File: config.mk
export PLATFORM = sky130hd
export DESIGN_NAME = mem_port_arbiter
export DESIGN_NICKNAME = d
export VERILOG_FILES = /design/src/rtl/mem_port_arbiter.sv
export SDC_FILE = /design/constraint.sdc
export NUM_CORES = 1
export LEC_CHECK = 0
export ABC_AREA = 0
export CAP_MARGIN = 5
export CORE_MARGIN = 1.5
export CORE_UTILIZATION = 36
export DETAILED_ROUTE_END_ITERATION = 12
export HOLD_SLACK_MARGIN = 0.03
export PLACE_DENSITY = 0.68
export SLEW_MARGIN = 15
export SYNTH_ARGS = -nofsm -noshare
export SYNTH_HDL_FRONTEND = slang
export SYNTH_SLANG_ARGS = --single-unit
export TNS_END_PERCENT = 10
File: constraint.sdc
create_clock -name Clk -period 5.1 [get_ports Clk]
set_input_delay 0.765 -clock Clk [delete_from_list [all_inputs] [get_ports Clk]]
set_output_delay 0.765 -clock Clk [all_outputs]
set_load 0.02 [all_outputs]
File: src/rtl/mem_port_arbiter.sv
// Arbitrates one single-ported, variable-latency memory between the fetch port and the data port.
// Data has priority, a streak limiter guarantees fetch progress, and a timeout aborts dead transactions.
module mem_port_arbiter #(
  parameter int WORD_SIZE    = 16,
  parameter int MAX_D_STREAK = 4,
  parameter int TIMEOUT      = 255
) (
  input  logic                 Clk,
  input  logic                 Reset_N,
  input  logic                 i_req,
  input  logic [WORD_SIZE-1:0] i_addr,
  output logic [WORD_SIZE-1:0] i_data,
  output logic                 i_ready,
  input  logic                 d_read,
  input  logic                 d_write,
  input  logic [WORD_SIZE-1:0] d_addr,
  input  logic [WORD_SIZE-1:0] d_wdata,
  output logic [WORD_SIZE-1:0] d_rdata,
  output logic                 d_ready,
  output logic                 mem_req,
  output logic                 mem_we,
  output logic [WORD_SIZE-1:0] mem_addr,
  output logic [WORD_SIZE-1:0] mem_wdata,
  input  logic [WORD_SIZE-1:0] mem_rdata,
  input  logic                 mem_ack,
  output logic                 bus_err
);

  localparam int SW = (MAX_D_STREAK < 1) ? 1 : $clog2(MAX_D_STREAK + 1);
  localparam logic [SW-1:0] STREAK_MAX = SW'(MAX_D_STREAK);
  localparam logic [7:0]    TMO_LIMIT  = 8'(TIMEOUT);

  typedef enum logic [1:0] {IDLE, I_BUSY, D_BUSY} state_t;

  state_t               state_reg, state_next;
  logic [SW-1:0]        streak_reg, streak_next;
  logic [7:0]           tmo_reg, tmo_next;
  logic                 mem_req_reg, mem_req_next;
  logic                 mem_we_reg, mem_we_next;
  logic [WORD_SIZE-1:0] mem_addr_reg, mem_addr_next;
  logic [WORD_SIZE-1:0] mem_wdata_reg, mem_wdata_next;
  logic [WORD_SIZE-1:0] i_data_reg, i_data_next;
  logic [WORD_SIZE-1:0] d_rdata_reg, d_rdata_next;
  logic                 i_ready_reg, i_ready_next;
  logic                 d_ready_reg, d_ready_next;
  logic                 bus_err_reg, bus_err_next;

  logic                 d_elig, i_elig, fetch_turn;
  logic [7:0]           tmo_inc;
  logic [WORD_SIZE-1:0] rd_word;

  // A requester whose ready pulse is showing this cycle is still holding its level request; mask it.
  assign d_elig     = (d_read | d_write) & ~d_ready_reg;
  assign i_elig     = i_req & ~i_ready_reg;
  assign fetch_turn = i_elig && (streak_reg == STREAK_MAX);
  assign tmo_inc    = tmo_reg + 8'd1;

  always_comb begin
    state_next     = state_reg;
    streak_next    = streak_reg;
    tmo_next       = tmo_reg;
    mem_req_next   = mem_req_reg;
    mem_we_next    = mem_we_reg;
    mem_addr_next  = mem_addr_reg;
    mem_wdata_next = mem_wdata_reg;
    i_data_next    = i_data_reg;
    d_rdata_next   = d_rdata_reg;
    i_ready_next   = 1'b0;
    d_ready_next   = 1'b0;
    bus_err_next   = bus_err_reg;
    rd_word        = '0;

    case (state_reg)
      IDLE: begin
        if (d_elig && !fetch_turn) begin
          state_next     = D_BUSY;
          mem_req_next   = 1'b1;
          mem_we_next    = d_write;
          mem_addr_next  = d_addr;
          mem_wdata_next = d_write ? d_wdata : '0;
          tmo_next       = '0;
          if (!i_elig)
            streak_next = '0;
          else if (streak_reg != STREAK_MAX)
            streak_next = streak_reg + SW'(1);
        end else if (i_elig) begin
          state_next     = I_BUSY;
          mem_req_next   = 1'b1;
          mem_we_next    = 1'b0;
          mem_addr_next  = i_addr;
          mem_wdata_next = '0;
          tmo_next       = '0;
          streak_next    = '0;
        end
      end

      I_BUSY, D_BUSY: begin
        if (mem_ack || (tmo_inc == TMO_LIMIT)) begin
          // An aborted transaction still releases its requester, with zero data.
          rd_word      = mem_ack ? mem_rdata : '0;
          bus_err_next = bus_err_reg | ~mem_ack;
          mem_req_next = 1'b0;
          state_next   = IDLE;
          if (state_reg == I_BUSY) begin
            i_data_next  = rd_word;
            i_ready_next = 1'b1;
          end else begin
            d_rdata_next = mem_we_reg ? '0 : rd_word;
            d_ready_next = 1'b1;
          end
        end else begin
          tmo_next = tmo_inc;
        end
      end

      default: state_next = IDLE;
    endcase
  end

  always_ff @(posedge Clk or negedge Reset_N) begin
    if (!Reset_N) begin
      state_reg     <= IDLE;
      streak_reg    <= '0;
      tmo_reg       <= '0;
      mem_req_reg   <= 1'b0;
      mem_we_reg    <= 1'b0;
      mem_addr_reg  <= '0;
      mem_wdata_reg <= '0;
      i_data_reg    <= '0;
      d_rdata_reg   <= '0;
      i_ready_reg   <= 1'b0;
      d_ready_reg   <= 1'b0;
      bus_err_reg   <= 1'b0;
    end else begin
      state_reg     <= state_next;
      streak_reg    <= streak_next;
      tmo_reg       <= tmo_next;
      mem_req_reg   <= mem_req_next;
      mem_we_reg    <= mem_we_next;
      mem_addr_reg  <= mem_addr_next;
      mem_wdata_reg <= mem_wdata_next;
      i_data_reg    <= i_data_next;
      d_rdata_reg   <= d_rdata_next;
      i_ready_reg   <= i_ready_next;
      d_ready_reg   <= d_ready_next;
      bus_err_reg   <= bus_err_next;
    end
  end

  assign mem_req   = mem_req_reg;
  assign mem_we    = mem_we_reg;
  assign mem_addr  = mem_addr_reg;
  assign mem_wdata = mem_wdata_reg;
  assign i_data    = i_data_reg;
  assign d_rdata   = d_rdata_reg;
  assign i_ready   = i_ready_reg;
  assign d_ready   = d_ready_reg;
  assign bus_err   = bus_err_reg;

endmodule

Word-level counts from Yosys, hierarchy flattened
Cells that the tools add are included.
Widths: inputs -> output; s select.
{"block": "word_totals", "reg_bits": 82, "inputBits": 70, "out_inout_bits": 69, "wordCells": 78}
{"block": "classes", "n_addsub": 2, "n_eq_ne": 9, "n_mux": 31, "n_bitwise": 8, "n_reduce_logical": 16}
{"op": "$mux 16", "n": 7}
{"op": "$mux 8", "n": 3}
{"op": "$pmux 8 s2", "n": 1}
{"op": "$reduce_and 3->1", "n": 5}
{"op": "$mux 3", "n": 4}
{"op": "$mux 1", "n": 11}
{"op": "$add 8x1->8 const B", "n": 1}
{"op": "$eq 8x8->1 const B", "n": 1}
{"op": "$mux 2", "n": 3}
{"op": "$ne 3x3->1 const B", "n": 2}
{"op": "$reduce_and 2->1", "n": 3}
{"op": "$ne 2x2->1 const B", "n": 2}
{"op": "$not 1->1", "n": 4}
{"op": "$pmux 2 s2", "n": 1}
{"op": "$reduce_bool 2->1", "n": 2}
{"op": "$add 3x1->3 const B", "n": 1}
{"op": "$eq 3x3->1 const B", "n": 1}
{"op": "$ne 3x2->1 const B", "n": 1}
{"op": "$and 1x1->1", "n": 2}
{"op": "$eq 2x1->1 const B", "n": 1}
{"op": "$eq 2x2->1 const B", "n": 1}
{"op": "$logic_and 1x1->1", "n": 2}
{"op": "$logic_not 2->1", "n": 1}
{"op": "$or 1x1->1", "n": 2}
{"op": "other kinds (4)", "n": 4}

Logic depth before layout (Yosys ltp)
{"block": "depth", "word_depth": 7, "mapped_depth": 9, "depth_no_buf": 7}

Worst setup path after synthesis
No wires, ideal clock.
{"block": "synth_path", "path_type": "reg2reg", "startpoint": "register tmo_reg[1]", "endpoint": "register d_rdata_reg[0] (netlist: d_rdata[0])", "setup_time_ps": 121, "arrival_time_ps": 2219, "required_ps": 4979, "slack_ps": 2760, "stages_incl_launch_ff": 9, "path_buffers": 2, "synth_period_minus_slack_ps": 2340, "cell_sequence": "dfrtp_1 ha_1 and3_1 mux2_2 a221o_1 a211o_1 buf_6 buf_6 a22o_1"}
{"block": "synth_between", "elab_chain_cells": 4}
{"element": "from (decl)", "line": "37", "source": "logic [7:0] tmo_reg, tmo_next;"}
{"element": "from (signal assigned)", "line": "137", "source": "tmo_reg <= tmo_next;"}
{"element": "$add 8x1->8", "line": "56", "source": "assign tmo_inc = tmo_reg + 8'd1;"}
{"element": "$eq 8x8->1", "line": "98", "source": "if (mem_ack || (tmo_inc == TMO_LIMIT)) begin"}
{"element": "$logic_or 1x1->1", "line": "98"}
{"element": "$reduce_and 3->1 (no line)"}
{"element": "to (signal assigned)", "line": "143", "source": "d_rdata_reg <= d_rdata_next;"}
{"element": "to (decl)", "line": "43", "source": "logic [WORD_SIZE-1:0] d_rdata_reg, d_rdata_next;"}
Every way passes these cells.
A chain may end at the register's enable or synchronous reset.

Worst setup path after layout
{"block": "layout_path", "startpoint": "register tmo_reg[1]", "endpoint": "register d_rdata_reg[12] (netlist: d_rdata[12])"}
Same word-level chain as after synthesis.

==> out/metrics.yaml <==
clocking:
  cts_max_level: 3
  cts_buffer_depth: 2
  postCtsHoldBufs: 0
  cts_setup_buffers: 0
  ctsResizeCount: 0
  cts.sinks: 82
  cts_buffers: 9
  clock_tree.root_cell: "clkbuf_8"
  clk_latency_ns: 0.35
  cts_tree: "built"
  clk_pin_slew_ns: 0.09
global_route:
  grt_util_met1_pct: 25.2
  grt_pass1_wl_mm: 14.4
  use_met2_pct: 25.6
  top_usage_layer: "met2"
  grt_use_met3_pct: 5.45
  grt_overflow: 0
  grt_max_degree: 83
  first_global_vias: 2858
  grt_usage_pct: 17.8
  antenna_found_initial: 0
critical_path:
  cp-end-kind: "flip-flop"
  cp_slowest_cell: "a211o_1"
  critPathLaunchType: "flip-flop"
  cp_cell_sequence: "ha_1, and3_1, mux2_2, a221o_1, a211o_1, a22o_1"
  worstPathMaxFanout: 17
  rr_worst_depth: 6
  regToRegSetupSlack_ns: 2.30
  worst_path_largest_cell_delay_ns: 0.59
  crit_arrival_ns: 3.04
  path_class: "flip-flop to flip-flop"
  r2r-end: "d_rdata[12]"
  reg2reg_from: "tmo_reg[1]"
  worstPathRequired_ns: 5.34
  path_buf_inv: 0
  cp_top_family: "compound AO/OA/AOI/OAI gates"
drt:
  first_iter_violations: 72
  detail_route.vias_per_cell: 5.13
  first_pass_iters: 4
  drc: 0
  ant_nets: 0
  wirelength_mm: 9.05
  wl_per_cell_um: 16.0
  dr_total_vias: 2898
layout:
  final_util_pct: 55.8
  nFillCells: 832
  diodes: 0
  fin_area_sq_um: 5200
  area_growth_pct: 48.1
  drive_gt1_share_pct: 5.73
  nNetsFinal: 507
logic_synthesis:
  yosysWarnings: 0
  ys_seq_area_share_pct: 58.4
  netlist_area_sq_um: 3510
  syn_avg_cell_area_sq_um: 11.8
  syn_nets: 373
  synth.area.top_cells: "dfrtp_1 (58%), a22o_1 (12%), mux2i_1 (4.8%), o21ai_0 (3.3%), nand2_1 (2.6%)"
  synthCells: 297
  synth_edf_count: 0
  ys_types: 40
  synth_seq_cells: 82
  synth_top_cell_by_area: "dfrtp_1"
  synthArstFlopShare_pct: 100
  synth_commonest_cells: "dfrtp_1 (82), a22o_1 (48), nand2_1 (24)"
  synth-main-ff-cell: "dfrtp_1"
  synth_most_common_cell: "dfrtp_1"
  synth_top_area_share_pct: 58.4
sta:
  drv_slew: 0
  fin_skew_ns: 0.00939
  fin_crit_sh_pct: 54.9
  max_slew.worst_pin.slew_ns: 1.05
  period_needed_ns: 2.80
  finalSetupViolCount: 0
  grt_setup_unrepaired: "false"
  relSlewSlack_pct: 29.4
  hold_viol: 0
  setup-tns-final_ns: 0
  max_freq_mhz: 357
run:
  max-cap-violations: 0
worst_hold_path:
  hp-start: "bus_err"
  whs_path_depth: 1
  hp-class: "flip-flop to flip-flop"
  min_delay_worst_endpoint: "bus_err"
die:
  dieArea_sq_um: 10400
  io_pins: 139
  core-area_sq_um: 9330
  die_h_um: 102
  start_util_pct: 37.7
  rows: 35
  die_w_um: 102
power:
  combPwrFrac_pct: 50.9
  p_sw_mw: 1.27
  p_sw_share_pct: 40.0
  p_seq_share_pct: 33.9
  ir_worst_vdd_mv: 0.247
  power.leakage_nw: 2.30
  p_int_mw: 1.90
  clkPwrFrac_pct: 15.1
  power_density_nw_per_um2: 609
placed_design:
  postPlaceCellArea_sq_um: 5000
  place_hpwl_mm: 6.30
  io_buffers: 138
  gp_congestion: 0.798
outcome:
  outcome: "finished clean"
[power groups by stage]
stage                     Sequential, mW  Clock, mW  Combinational (mW)
final                               1.08      0.479                1.61
after global routing                1.11      0.524                1.75
after detailed placement            1.09          0                1.63
after CTS                           1.08      0.498                1.63
after global placement              1.08          0                1.60
after floorplan                     1.36          0               0.642
[cells in the final DEF (no fill, tap or decap), types with 3 or more instances in the layout]
cell type,instances
o211ai_1,3
nand3_1,8
nand2_1,24
ha_1,6
nand2b_1,4
mux2i_1,17
inv_1,15
a31oi_1,3
and3_1,4
a21oi_1,5
clkdlybuf4s50_1,137
a22o_1,48
dfrtp_1,82
a41oi_1,4
o21ai_0,23
nor2_1,3
buf_4,4
clkbuf_8,9
inv_6,3
[per-stage QoR]
| stage | worst slack [ns] | std cells | hold WS [ns] | power [mW] |
|---|---|---|---|---|
| finish | 2.30 | 565 | 0.463 | 3.17 |
| global route | 2.12 | 565 | 0.488 | 3.39 |
| CTS | 2.30 | 565 | 0.470 | 3.21 |
| detailed placement | 2.13 | 549 | 0.447 | 2.71 |
| global placement | 2.21 | 549 | 0.445 | 2.68 |
| floorplan | 2.76 | 297 | 0.469 | 2.00 |
[layer usage]
| layer | up-vias | part of all wire (%) |
|---|---|---|
| li1 | 1370 | - |
| met1 | 1396 | 46 |
| met2 | 115 | 43 |
| met3 | 17 | 8.5 |
| met4 | 0 | 1.5 |
| met5 | - | 0 |
[worst max-delay path by stage]
stage | start | to | slack, ns | depth (start not counted)
2_1_floorplan | tmo_reg[1] | d_rdata[0] | 2.76 | 8
3_3_place_gp | d_write | tmo_reg[1] | 2.21 | 6
3_5_place_dp | d_write | tmo_reg[1] | 2.13 | 6
4_1_cts | tmo_reg[1] | d_rdata[12] | 2.30 | 6
5_1_grt | tmo_reg[1] | d_rdata[11] | 2.12 | 6
6_report | tmo_reg[1] | d_rdata[12] | 2.30 | 6
[final cells by class]
cell class / instances / area, sq um / share of cell area [%]
Clock buffer: 10 / 128 / 2.45
Clock inverter: 6 / 71.3 / 1.37
Timing Repair Buffer: 141 / 1400 / 26.9
Tap cell: 129 / 161 / 3.10
Multi-Input combinational cell: 182 / 1330 / 25.6
Inverter: 15 / 56.3 / 1.08
Sequential cell: 82 / 2050 / 39.5
[kinds of logic (layout without fill, tap and decap cells)]
kind of cell / count (synthesis) / in the layout / synth area share (%)
adders and majority gates: 6 / 6 / 2.14
and+or+nand+nor: 56 / 56 / 8.30
muxes: 19 / 19 / 5.49
buffers and inverters: 33 / 172 / 3.99
AOI/OAI and AO/OA: 101 / 101 / 21.7
DFF: 82 / 82 / 58.4
No activity file was read; power rests on OpenSTA's default activity.
